**config.mk**
```make
export PLATFORM = sky130hd
export DESIGN_NAME = gate_selftest_flat
export DESIGN_NICKNAME = d
export VERILOG_FILES = /design/src/rtl/gate_selftest_if.sv /design/src/rtl/gate_selftest.sv /design/src/flat_wrapper.sv
export SDC_FILE = /design/constraint.sdc
export NUM_CORES = 1
export LEC_CHECK = 0
export CAP_MARGIN = 40
export CORE_MARGIN = 3
export CORE_UTILIZATION = 57
export CTS_BUF_LIST = sky130_fd_sc_hd__clkbuf_4 sky130_fd_sc_hd__clkbuf_8
export CTS_CLUSTER_SIZE = 30
export DETAILED_ROUTE_END_ITERATION = 8
export GPL_TIMING_DRIVEN = 1
export PLACE_DENSITY = 0.87
export SYNTH_ARGS = -nofsm -noshare
export SYNTH_HDL_FRONTEND = slang
export SYNTH_SLANG_ARGS = --single-unit
```
**constraint.sdc**
```tcl
create_clock -name clk -period 10.3 [get_ports clk]
set_input_delay 2.06 -clock clk [delete_from_list [all_inputs] [get_ports clk]]
set_output_delay 2.06 -clock clk [all_outputs]
set_load 0.03 [all_outputs]
```
**src/rtl/gate_selftest_if.sv**
```systemverilog
// Control/status and gate-block bus between the self-test sequencer and its surroundings.
// The slave side is the sequencer; the master side is the gate block plus whoever issues start.
interface gate_selftest_if #(
    parameter int ERR_W = 5
);
    logic             start;
    logic             a_out;
    logic             b_out;
    logic [6:0]       gate_in;
    logic             busy;
    logic             done;
    logic             pass;
    logic [6:0]       fail_mask;
    logic [ERR_W-1:0] err_count;

    modport master (
        output start,
        output gate_in,
        input  a_out,
        input  b_out,
        input  busy,
        input  done,
        input  pass,
        input  fail_mask,
        input  err_count
    );

    modport slave (
        input  start,
        input  gate_in,
        output a_out,
        output b_out,
        output busy,
        output done,
        output pass,
        output fail_mask,
        output err_count
    );
endinterface

```
**src/rtl/gate_selftest.sv**
```systemverilog
// Self-test sequencer for the two-input gate block: walks a/b through 00,01,10,11,
// compares the seven gate outputs against a truth table and accumulates failures.
module gate_selftest #(
    parameter int SETTLE_CYCLES = 2,
    parameter int ERR_W         = 5
) (
    input  logic          clk,
    input  logic          rst_n,
    gate_selftest_if.slave bus
);
    localparam int CNT_W = (SETTLE_CYCLES > 1) ? $clog2(SETTLE_CYCLES) : 1;
    localparam int SUM_W = ERR_W + 3;
    localparam logic [CNT_W-1:0] CNT_LAST = CNT_W'(SETTLE_CYCLES - 1);
    localparam logic [ERR_W-1:0] ERR_MAX  = '1;

    typedef enum logic [1:0] {
        IDLE   = 2'd0,
        SETTLE = 2'd1,
        CHECK  = 2'd2,
        DONE   = 2'd3
    } state_t;

    state_t           state_q;
    logic [1:0]       idx_q;
    logic [CNT_W-1:0] cnt_q;
    logic             a_q;
    logic             b_q;
    logic             busy_q;
    logic             done_q;
    logic             pass_q;
    logic [6:0]       fail_mask_q;
    logic [ERR_W-1:0] err_count_q;

    logic [6:0]       expected_d;
    logic [6:0]       mism_d;
    logic [6:0]       fail_mask_d;
    logic [2:0]       pop_d;
    logic [SUM_W-1:0] sum_d;
    logic [ERR_W-1:0] err_count_d;

    function automatic logic [2:0] popcount7(input logic [6:0] v);
        logic [2:0] n;
        n = 3'd0;
        for (int i = 0; i < 7; i++) begin
            n = n + {2'b00, v[i]};
        end
        return n;
    endfunction

    // Bit order: [0]=and [1]=or [2]=not(a) [3]=nand [4]=nor [5]=xor [6]=xnor
    always_comb begin
        expected_d = 7'h00;
        case (idx_q)
            2'd0:    expected_d = 7'h5C;
            2'd1:    expected_d = 7'h2E;
            2'd2:    expected_d = 7'h2A;
            default: expected_d = 7'h43;
        endcase
    end

    assign mism_d      = bus.gate_in ^ expected_d;
    assign fail_mask_d = fail_mask_q | mism_d;
    assign pop_d       = popcount7(mism_d);
    assign sum_d       = SUM_W'(err_count_q) + SUM_W'(pop_d);
    assign err_count_d = (sum_d > SUM_W'(ERR_MAX)) ? ERR_MAX : sum_d[ERR_W-1:0];

    always_ff @(posedge clk or negedge rst_n) begin
        if (!rst_n) begin
            state_q     <= IDLE;
            idx_q       <= 2'd0;
            cnt_q       <= '0;
            a_q         <= 1'b0;
            b_q         <= 1'b0;
            busy_q      <= 1'b0;
            done_q      <= 1'b0;
            pass_q      <= 1'b0;
            fail_mask_q <= 7'h00;
            err_count_q <= '0;
        end else begin
            case (state_q)
                IDLE, DONE: begin
                    if (bus.start) begin
                        state_q     <= SETTLE;
                        idx_q       <= 2'd0;
                        cnt_q       <= '0;
                        a_q         <= 1'b0;
                        b_q         <= 1'b0;
                        busy_q      <= 1'b1;
                        done_q      <= 1'b0;
                        pass_q      <= 1'b0;
                        fail_mask_q <= 7'h00;
                        err_count_q <= '0;
                    end
                end
                SETTLE: begin
                    if (cnt_q == CNT_LAST) begin
                        state_q <= CHECK;
                    end else begin
                        cnt_q <= cnt_q + 1'b1;
                    end
                end
                CHECK: begin
                    fail_mask_q <= fail_mask_d;
                    err_count_q <= err_count_d;
                    if (idx_q != 2'd3) begin
                        // Next vector is driven straight from idx so a/b stay in step with it.
                        idx_q      <= idx_q + 2'd1;
                        {a_q, b_q} <= idx_q + 2'd1;
                        cnt_q      <= '0;
                        state_q    <= SETTLE;
                    end else begin
                        state_q <= DONE;
                        busy_q  <= 1'b0;
                        done_q  <= 1'b1;
                        pass_q  <= (fail_mask_d == 7'h00);
                    end
                end
                default: state_q <= IDLE;
            endcase
        end
    end

    assign bus.a_out     = a_q;
    assign bus.b_out     = b_q;
    assign bus.busy      = busy_q;
    assign bus.done      = done_q;
    assign bus.pass      = pass_q;
    assign bus.fail_mask = fail_mask_q;
    assign bus.err_count = err_count_q;
endmodule

```
**src/flat_wrapper.sv**
```systemverilog
// flat-port wrapper written by rule: the top's interface ports become plain ports
module gate_selftest_flat 
#(
    parameter int SETTLE_CYCLES = 2,
    parameter int ERR_W         = 5
)
  (clk, rst_n, bus_start, bus_gate_in, bus_a_out, bus_b_out, bus_busy, bus_done, bus_pass, bus_fail_mask, bus_err_count);
  gate_selftest_if #(.ERR_W(ERR_W)) bus_i ();
  input  logic clk;
  input  logic rst_n;
  input wire logic [$bits(bus_i.start)-1:0] bus_start;
  input wire logic [$bits(bus_i.gate_in)-1:0] bus_gate_in;
  output wire logic [$bits(bus_i.a_out)-1:0] bus_a_out;
  output wire logic [$bits(bus_i.b_out)-1:0] bus_b_out;
  output wire logic [$bits(bus_i.busy)-1:0] bus_busy;
  output wire logic [$bits(bus_i.done)-1:0] bus_done;
  output wire logic [$bits(bus_i.pass)-1:0] bus_pass;
  output wire logic [$bits(bus_i.fail_mask)-1:0] bus_fail_mask;
  output wire logic [$bits(bus_i.err_count)-1:0] bus_err_count;
  assign bus_i.start = bus_start;
  assign bus_i.gate_in = bus_gate_in;
  assign bus_a_out = bus_i.a_out;
  assign bus_b_out = bus_i.b_out;
  assign bus_busy = bus_i.busy;
  assign bus_done = bus_i.done;
  assign bus_pass = bus_i.pass;
  assign bus_fail_mask = bus_i.fail_mask;
  assign bus_err_count = bus_i.err_count;
  gate_selftest #(.SETTLE_CYCLES(SETTLE_CYCLES), .ERR_W(ERR_W)) u_core (.clk(clk), .rst_n(rst_n), .bus(bus_i));
endmodule
```
# After elaboration in Yosys (flattened, before gate mapping)
# Index checks and enable logic that the tools add are counted.
# totals
out_inout_bits	17
regBits	22
inputBits	10
# op_classes
order_cmp	1
muxes	28
add_sub_neg	9
eq_ne	10
bitwise	2
reduce_logical	10
# ops
op	count
$pmux W7 S3	1
$add A3 B1 Y3	5
$pmux W7 S2	1
$mux W2	5
$mux W5	2
$pmux W1 S2	5
$pmux W5 S2	1
$mux W1	9
$gt A8 B5 Y1 const B	1
$logic_not A7 Y1	1
$mux W7	1
$or A7 B7 Y7	1
$xor A7 B7 Y7	1
$add A5 B3 Y6	1
$eq A2 B2 Y1 const B	3
$ne A2 B2 Y1 const B	3
$pmux W2 S3	1
$reduce_and A2 Y1	3
$reduce_and A3 Y1	2
$eq A2 B1 Y1 const B	2
$logic_not A2 Y1	2
$ne A2 B1 Y1 const B	2
$pmux W2 S2	1
$pmux W1 S3	1
5 further kinds	5

# Logic depth before layout (Yosys ltp)
# Gate-level depths: netlist of run 1.
# depth
word_depth	13
mapped_depth	14
mapped_depth_nobuf	14

# Worst setup path after synthesis of run 1
# Ideal clock, no wire load.
# synth_timing
kind	in2reg
start	input bus_gate_in[0]
end	register u_core.err_count_q[2] (netlist: u_core.bus.err_count[2])
required_time_ns	10.163
setup_time_ns	0.137
path_buffers	0
path_slack_ns	5.060
path_stages	12
arrival_ns	5.103
cell_sequence	xor2_1 -> ha_1 -> fa_1 -> fa_1 -> ha_1 -> fa_1 -> xor2_1 -> ha_1 -> a21oi_1 -> nand2_1 -> a31oi_1 -> a211oi_1
# synth_via
elab_chain_cells	11
# synth_rtl
element	line	source
start: declaration	flat_wrapper.sv:12	input wire logic [$bits(bus_i.gate_in)-1:0] bus_gate_in;
$xor A7 B7 Y7 *	gate_selftest.sv:61	assign mism_d = bus.gate_in ^ expected_d;
$add A1 B1 Y2 *	gate_selftest.sv:45	n = n + {2'b00, v[i]};
$add A3 B1 Y3 * (5 in series)	gate_selftest.sv:45	
$add A5 B3 Y6 *	gate_selftest.sv:64	assign sum_d = SUM_W'(err_count_q) + SUM_W'(pop_d);
$gt A8 B5 Y1	gate_selftest.sv:65	assign err_count_d = (sum_d > SUM_W'(ERR_MAX)) ? ERR_MAX : sum_d[ERR_W-1:0];
$mux W5 *	gate_selftest.sv:65	
$pmux W5 S2 *	gate_selftest.sv:80	case (state_q)
end signal: assignment	gate_selftest.sv:104	err_count_q <= err_count_d;
end: declaration	gate_selftest.sv:32	logic [ERR_W-1:0] err_count_q;
# Every way passes the cells marked *; elsewhere a longest branch is shown, timed or not.
# A chain may end at the register's enable or synchronous reset.

# Worst setup path in the final report of run 1
# layout_timing
start	input bus_gate_in[1]
end	register u_core.err_count_q[0] (netlist: u_core.bus.err_count[0])
# The elaborated chain is that of the path after synthesis.

==> flow_results.org, run 1 <==
** Place
- Routability-driven placement finished with a final weighted congestion of 0.8187.
- Post-placement worst setup slack :: 4.246 ns
- The wire-length estimate of the detail-placed layout is 2409 um.
- During placement, the flow inserted port buffers numbering 26.
- Placed standard-cell area :: 1673 sq um

** Hold path
- The path class of the tightest hold or removal check is flop to flop.
- In this run the most critical hold path is launched from u_core.bus.busy.
- Endpoint of the worst hold-timing path :: u_core.bus.busy
- The worst hold path passes through 2 cells.

** Critical path
- Worst path slowest cell :: fa_1
- Cells traversed along the worst timing path :: clkdlybuf4s50_1, xnor2_1, ha_1, fa_1, fa_1, ha_1, fa_1, xor2_1, ha_1, a21oi_1, nand2_1, a31oi_1, a211oi_1
- For this run, the slowest stage of the critical path takes 0.52 ns.
- Data on the critical path arrives at its endpoint at 5.93 ns.
- Critical path launch point type :: primary input
- STA puts the critical path data required time at 10.49 ns.
- Worst Reg-to-Reg Cells :: 13
- Worst R2R End :: u_core.bus.err_count[0]
- The worst register-to-register path has a setup slack of 5.87 ns.
- The critical path in this run is classified as primary input to flop.
- Crit. End Element :: flop
- Of all nets on the critical path, the largest fanout is 4.
- The startpoint identified for the worst register-to-register timing path is u_core.idx_q[0].

** Timing
- The max-slew violation total from the final report came to 0.
- Setup violations remaining at the end of the flow were counted as 0.
- Setup repair after global routing missed its margin :: no
- Across all setup checks in the final design, the least slack found is 4.558 ns.
- On the final layout, the worst hold slack is 0.5313 ns.
- Fin Setup TNS :: 0 ns
- Measured slew at the worst slew-check pin :: 0.7542 ns
- The smallest clock period supported by the final layout is computed as 5.742 ns.
- Fmax :: 174.2 MHz
- Final Hold Violating Endpoints :: 0
- Across the routed clock network, the largest skew measured is 0.002994 ns.
- The worst path uses 55.75% of the clock period.
- Measured against its own limit, the worst slew margin works out to 49.72%.

** Yosys
- Portion of synthesized cell area occupied by the leading cell type :: 36.00%
- By instance count, the leading cell after synthesis is a21oi_1.
- Top cells by instance count after synthesis :: a21oi_1, dfrtp_1, ha_1, nand2_1, nor2_1
- Ranked by total cell area, the synthesized netlist is headed by dfrtp_1, ha_1, a21oi_1.
- Number of standard cells after synthesis :: 149
- Of all cell types, the one taking the most synthesized area is dfrtp_1.
- The mapped netlist covers 1390 sq um.
- Net count after synthesis :: 177
- Post-synth EDFFs :: 0
- Sequential share of the synthesized area :: 36.00%
- For this run, asynchronously set or reset flops after synthesis account for 100.0%.
- For this run, the number of Yosys warnings is 0.
- Dominant synthesized flop cell :: dfrtp_1
- Total of flip-flops plus latches after synthesis :: 20
- In this run, distinct cell masters in the synthesized netlist total 33.
- Each instance of the synthesized netlist takes up on average 9.329 sq um.

** Layout
- In the final layout, the multi-input gates occupy 828.3 sq um.
- The number of antenna diodes in the final layout is 0.
- The layout has 176 filler cells.
- After routing the design area is 1695 sq um.
- Ratio of cells with drive above 1 in the final layout :: 4.624%
- Net count reported at finish :: 203
- Area overhead of the layout relative to synthesis :: 21.96%
- Across the whole layout, storage elements account for 500.5 sq um.

** Global route
- In this run the most used layer during global routing was met2.
- Global route total overflow :: 0
- Global-route met3 utilization :: 2.804%
- GR Util met1 :: 28.96%
- Entering global routing, the biggest net connects 23 pins.
- Wire length of the first global-routing pass :: 5464 um
- Global routing consumed, on the met2 layer, 37.50% of the routing resources.
- The number of antenna violations at the first check in global routing was 0.
- Global routing consumed, over all layers together, 21.98% of the routing resources.
- Via count of the first global-routing pass :: 1195

** Power
- In this run the power density over the cells is 256.7 nW/um^2.
- Power dissipated by switching net loads :: 209.1 uW
- The internal power of the cells totals 226.1 uW.
- Of the total power, the share spent switching nets is 48.05%.
- Across the VDD grid, the largest voltage drop is 0.1731 mV.
- Overall Power :: 435.2 uW
- Leakage power of the design :: 0.0007352 uW
- Combinational cell fraction of total power :: 65.8%
- Flop pwr share :: 25.5%
- In this run, the clock network consumes 8.7% of the power.

** Route
- Detailed routing inserted a total of 1189 vias.
- Violation count after the first detailed-routing iteration :: 52
- After detailed routing, the number of remaining DRC violations is 0.
- Routed Antenna Nets :: 0
- Routed wire length :: 3142 um
- Total iterations of the first detailed-routing run :: 4
- In the routed layout, each cell is associated on average with a via count of 5.915.
- Average routed wire per standard cell :: 15.63 um

** Die
- 27 I/O pins were placed.
- Core footprint :: 2255 sq um
- In this run the core area contains 17 standard-cell rows.
- Floorplan die width :: 55.39 um
- Initial core utilization :: 61.65%
- Die area :: 3068 sq um
- Vertical die dimension :: 55.39 um

** CTS
- TritonCTS built the clock tree.
- Clock-pin slew was measured on the worst setup and hold paths at 0.11 ns.
- Buffers inserted to repair hold after CTS numbered 0.
- Root Buffer Master :: clkbuf_4
- At the later pin of the worst-skew pair, clock insertion delay measures 0.30 ns.
- In this run the number of H-tree levels came out at 1.
- In this run, post-CTS repair resized a total of 0 instances.
- Counting along the longest clock path gives a buffer depth of 2.
- Number of clock buffers inserted by TritonCTS :: 3
- Number of clock sinks :: 20
- Buffers added to address setup during post-CTS repair amount to 0.

** Run
- Max-cap violations in this run came to 0.

** Run status
- Outcome :: complete, no violations
[worst max path at each step]
stage	startpoint	endpoint	slack, ns	cells after the start
2_1_floorplan	bus_gate_in[0]	u_core.bus.err_count[2]	5.06	12
3_3_place_gp	bus_gate_in[0]	u_core.bus.err_count[0]	4.38	13
3_5_place_dp	bus_gate_in[1]	u_core.bus.err_count[0]	4.25	13
4_1_cts	bus_gate_in[1]	u_core.bus.err_count[0]	4.56	13
5_1_grt	bus_gate_in[1]	u_core.bus.err_count[1]	4.37	13
6_report	bus_gate_in[1]	u_core.bus.err_count[0]	4.56	13
[registers in the layout (all words and copies together), names as in the netlist]
register	flops
u_core.bus.busy	1
u_core.cnt_q	1
u_core.bus.fail_mask	7
u_core.state_q	2
u_core.bus.done	1
u_core.bus.err_count	5
u_core.bus.pass	1
u_core.idx_q	2
[power groups by stage]
stage,combinational [uW],sequential [uW],clock [uW]
6_report,286,111,37.9
2_1_floorplan,186,130,0
5_1_grt,321,114,43.9
4_1_cts,289,111,38.3
3_5_place_dp,287,112,0
3_3_place_gp,267,111,0
[worst max-delay path: cells and delay by family]
kind	cells	cell delay, ns
fa+ha+maj	6	2.21
buf+inv	1	0.46
compound gates	3	0.58
simple gates	1	0.12
xor+xnor	2	0.48
[through the flow]
stage | instances | utilization, %
after floorplan | 149 | -
after global placement | 197 | 73.53
after detailed placement | 198 | 74.20
after CTS | 201 | 75.19
after global routing | 201 | 75.19
final | 201 | 75.19
[logic make-up after synthesis]
group           count (synthesis)  share of synthesized area, %
compound gates                 44                         19.08
xor+xnor                        9                         5.670
fa+ha+maj                      18                         18.36
buf+inv                        15                         4.410
flops                          20                         36.00
mux                             1                        0.8100
simple gates                   42                         15.66
[layout make-up]
cell class / count / share of cell area (%)
Clock buffer: 3 / 1.328
Inverter: 9 / 1.993
Multi-Input combinational cell: 114 / 48.86
Sequential cell: 20 / 29.52
Tap cell: 28 / 2.066
Timing Repair Buffer: 27 / 16.24
[cell usage in the layout (no fill, tap or decap), types with 2 or more instances in the layout]
master / synthesis / layout
inv_1: 9 / 9
xor2_1: 5 / 5
nor2_1: 12 / 12
dfrtp_1: 20 / 20
a22o_1: 3 / 3
or3b_1: 2 / 2
o21ai_0: 4 / 4
nand3b_1: 2 / 2
fa_1: 4 / 4
ha_1: 14 / 14
nand2_1: 12 / 12
nor3_1: 3 / 3
xnor2_1: 4 / 4
nor2b_1: 4 / 4
clkdlybuf4s50_1: 0 / 26
a211oi_1: 3 / 3
o21ai_1: 3 / 3
clkbuf_4: 0 / 3
a21oi_1: 25 / 25
nand2b_1: 2 / 2
[metal layers]
layer / vias to the layer above / wire (um)
met3: 7 / 139
met1: 578 / 1326
met2: 35 / 1632
li1: 569 / -
met5: - / 0
met4: 0 / 43
No activity file was read; power rests on OpenSTA's default activity.
==> run 2, diff against run 1 <==
- CORE_UTILIZATION: 57 -> 48
- PLACE_DENSITY: 0.87 -> 0.78
- clock period: 10.3 -> 5.03 ns (I/O delays scaled with it)
==> run 2 against run 1 <==
Net effect: via count down 0.76%; combinational power is 110% higher; global-route usage is 2.0 points lower; final cell count increased by 2.0%; critical endpoint is now u_core.bus.err_count[1]; largest cell class unchanged; highest routed layer unchanged.
==> flow_results.org, run 2 (synthesis results as in run 1) <==
** Layout
- From synthesis to final layout, the design area changed by 23.22%.
- Final design utilization :: 65.57% (-9.6 points)
- The final net count came to 205 (+0.99%).
- The library cell used most frequently in the layout, excluding fill and tap cells, is clkdlybuf4s50_1.
- The antenna diode count came to 0 (unchanged).
- Ratio of cells with drive above 1 in the final layout :: 5.714% (+1.1 points)
- Leaving out fill and tap cells, the most frequent cells in the layout are clkdlybuf4s50_1, a21oi_1, dfrtp_1.
- Non-Filler Cell Area, Final :: 1713 sq um (+1.0%)
- The flip-flop count of the largest register after layout is 7 (unchanged).

** Timing
- Count of final setup violators :: 0 (unchanged)
- The final hold slack was 0.5174 ns (-0.01391 ns).
- Tightest slew margin relative to the limit :: 50.93% (+1.2 points)
- Derived from the worst setup path, the maximum achievable clock frequency is 210.5 MHz.
- Measured slew at the worst slew-check pin :: 0.7361 ns (-0.01807 ns)
- The worst setup skew after layout came to 0.008957 ns (+0.005963 ns).
- Counting I/O delays and the setup requirement, the final critical path takes 4.750 ns.
- Final Hold Violating Endpoints :: 0 (unchanged)
- Ratio of final minimum period to clock period :: 94.43%
- Setup repair after global routing left no endpoint under its margin.
- Final count of pins violating max slew :: 0 (unchanged)

** Critical path
- The worst register-to-register path begins at u_core.idx_q[0].
- Critical path launch point type :: primary input
- In this run the worst setup path begins at bus_gate_in[0].
- The maximum fanout encountered on the critical timing path came to 4 (unchanged).
- Worst path slowest cell :: clkdlybuf4s50_1
- The worst setup path is captured at a flop.
- Buf+Inv Stages, Crit Path :: 1 (unchanged)
- Minimum setup slack among reg-to-reg paths :: 0.65 ns (-5.22 ns)
- The signal on the critical path passes through clkdlybuf4s50_1, xor2_1, ha_1, fa_1, fa_1, ha_1, fa_1, xor2_1, ha_1, a21oi_1, nand2_1, a31oi_1, a211oi_1.
- Arrival @ worst endpoint :: 4.93 ns (-1.00 ns)
- CP delay by family, top :: adder cells
- Crit-path max cell delay :: 0.51 ns (about the same)
- Required time of the critical path :: 5.21 ns (-5.28 ns)
- The critical path is of the primary input to flop type.

** Die
- Die area :: 3578 sq um (+17%)
- The die boundary width came to 59.82 um (+8.0%).
- The placeable core region is 2613 sq um (+16%).
- Io pins :: 27 (unchanged)
- Core Rows :: 18 (+1)
- The height of the die came to 59.82 um (+8.0%).
- Initial core utilization :: 53.21% (-8.4 points)

** CTS
- Maximum buffer depth of the clock tree :: 2 (unchanged)
- Number of clock sinks :: 20 (unchanged)
- Number of clock buffers inserted by TritonCTS :: 3 (unchanged)
- The number of hold buffers added after cts is 0 (unchanged).
- Root Buffer Master :: clkbuf_4
- The clock latency at the later pin of the worst-skew pair came to 0.30 ns (about the same).
- Htree depth :: 1 (unchanged)
- The clock-pin transition on the worst setup and hold timing paths was 0.12 ns (about the same).
- TritonCTS built the clock tree.
- Postcts setup bufs :: 0 (unchanged)
- The post-cts repair resize count was 0 (unchanged).

** Global route
- The largest net degree at the start of global routing is 23 (unchanged).
- Number of antenna violations at the first check in global routing :: 0 (unchanged)
- Via count of the first global-routing pass :: 1277 (+6.9%)
- Wire length of the first global-routing pass :: 5589 um (+2.3%)
- The global-route usage over all layers was 20.02% (-2.0 points).
- Global route total overflow :: 0 (unchanged)

** Power
- Largest vdd supply drop :: 0.3571 mV (+110%)
- Leakage power of the design :: 0.0007455 uW (+1.4%)
- Pwr/cell area :: 520.2 nW/um^2 (+100%)

** Route
- Routed wire length :: 3114 um (-0.89%)
- Violation count after the first detailed-routing iteration :: 32 (-38%)
- Final routed DRC violation total :: 0 (unchanged)
- The post-route antenna net violation count is 0 (unchanged).
- Average routed wire per standard cell :: 15.19 um (-2.8%)
- The detailed-routing iteration count for the pre-antenna-repair pass came to 4 (unchanged).
- Routed via count :: 1180 (-0.76%)
- Vias per inst :: 5.756 (-2.7%)

** Place
- The instance area after placement was 1690 sq um (+1.0%).
- The weighted congestion at the end of routability-driven global placement was 0.8241 (+0.66%).
- Final HPWL from detailed placement :: 2443 um (+1.4%)
- The quantity of I/O buffers inserted on ports was 26 (unchanged).

** Run status
- Outcome :: complete, no violations

** Run
- The number of max-cap violations came to 0 (unchanged).

** Hold path
- The path class of the tightest hold or removal check is flop to flop.
- Hold path start :: u_core.bus.busy
-- run 2: layout make-up --
type / instances / area (sq um)
clock buffers: 3 / 22.52
fillers: 200 / 899.6
inverters: 9 / 33.78
multi-input cells: 114 / 828.3
flip-flops and latches: 20 / 500.5
well taps: 30 / 37.54
repair buffers: 29 / 290.3
-- run 2: metrics by stage --
step                      worst slack [ns]  TNS (ns)  std cells  total power, uW
after detailed placement          -0.05603   -0.1373        202            808.8
final                               0.2803         0        205            891.0
after global placement              0.1999         0        201            779.9
after global routing               0.07959         0        205            978.7
after CTS                           0.2548         0        205            891.2
after floorplan                     0.8443         0        149            646.7
-- run 2: metal layers --
metal  GRT usage, %  wire, um  up-vias
met1          26.15      1366      573
met4          3.797        53        0
met2          34.88      1562       27
met3          3.240       132       10
met5              0         0        -
li1               -         -      570
-- run 2: worst register-to-register path: stages, from the launching register on --
cell and delay (ns):
dfrtp_1 0.46, inv_1 0.10, ha_1 0.28, xnor2_1 0.25, ha_1 0.29, fa_1 0.51
fa_1 0.50, ha_1 0.22, fa_1 0.39, xor2_1 0.24, ha_1 0.30, a21oi_1 0.16
nand2_1 0.12, a31oi_1 0.31, a211oi_1 0.14
-- run 2: final timing paths --
path                                            to  cells past startpoint
hold / removal                     u_core.bus.busy                      2
max in group asynchronous  u_core.bus.fail_mask[0]                      2
setup / recovery           u_core.bus.err_count[1]                     13
min in group asynchronous          u_core.bus.busy                      1
setup reg to reg           u_core.bus.err_count[1]                     14
hold reg to reg                    u_core.bus.busy                      2
-- run 2: where the power goes --
| group | internal, uW | switching (uW) | leakage, uW |
|---|---|---|---|
| sequential | 192 | 35.3 | 0.000267 |
| clock | 27.9 | 48.0 | 0.0000138 |
| combinational | 246 | 342 | 0.000465 |
| total | 466 | 425 | 0.000745 |
==> run 3, diff against run 2 <==
- CTS_CLUSTER_SIZE: 30 -> 28
- GPL_ROUTABILITY_DRIVEN: not set -> 0
==> results of run 3 <==
Same layout as run 2: the final DEF is identical, and so are final timing and power.
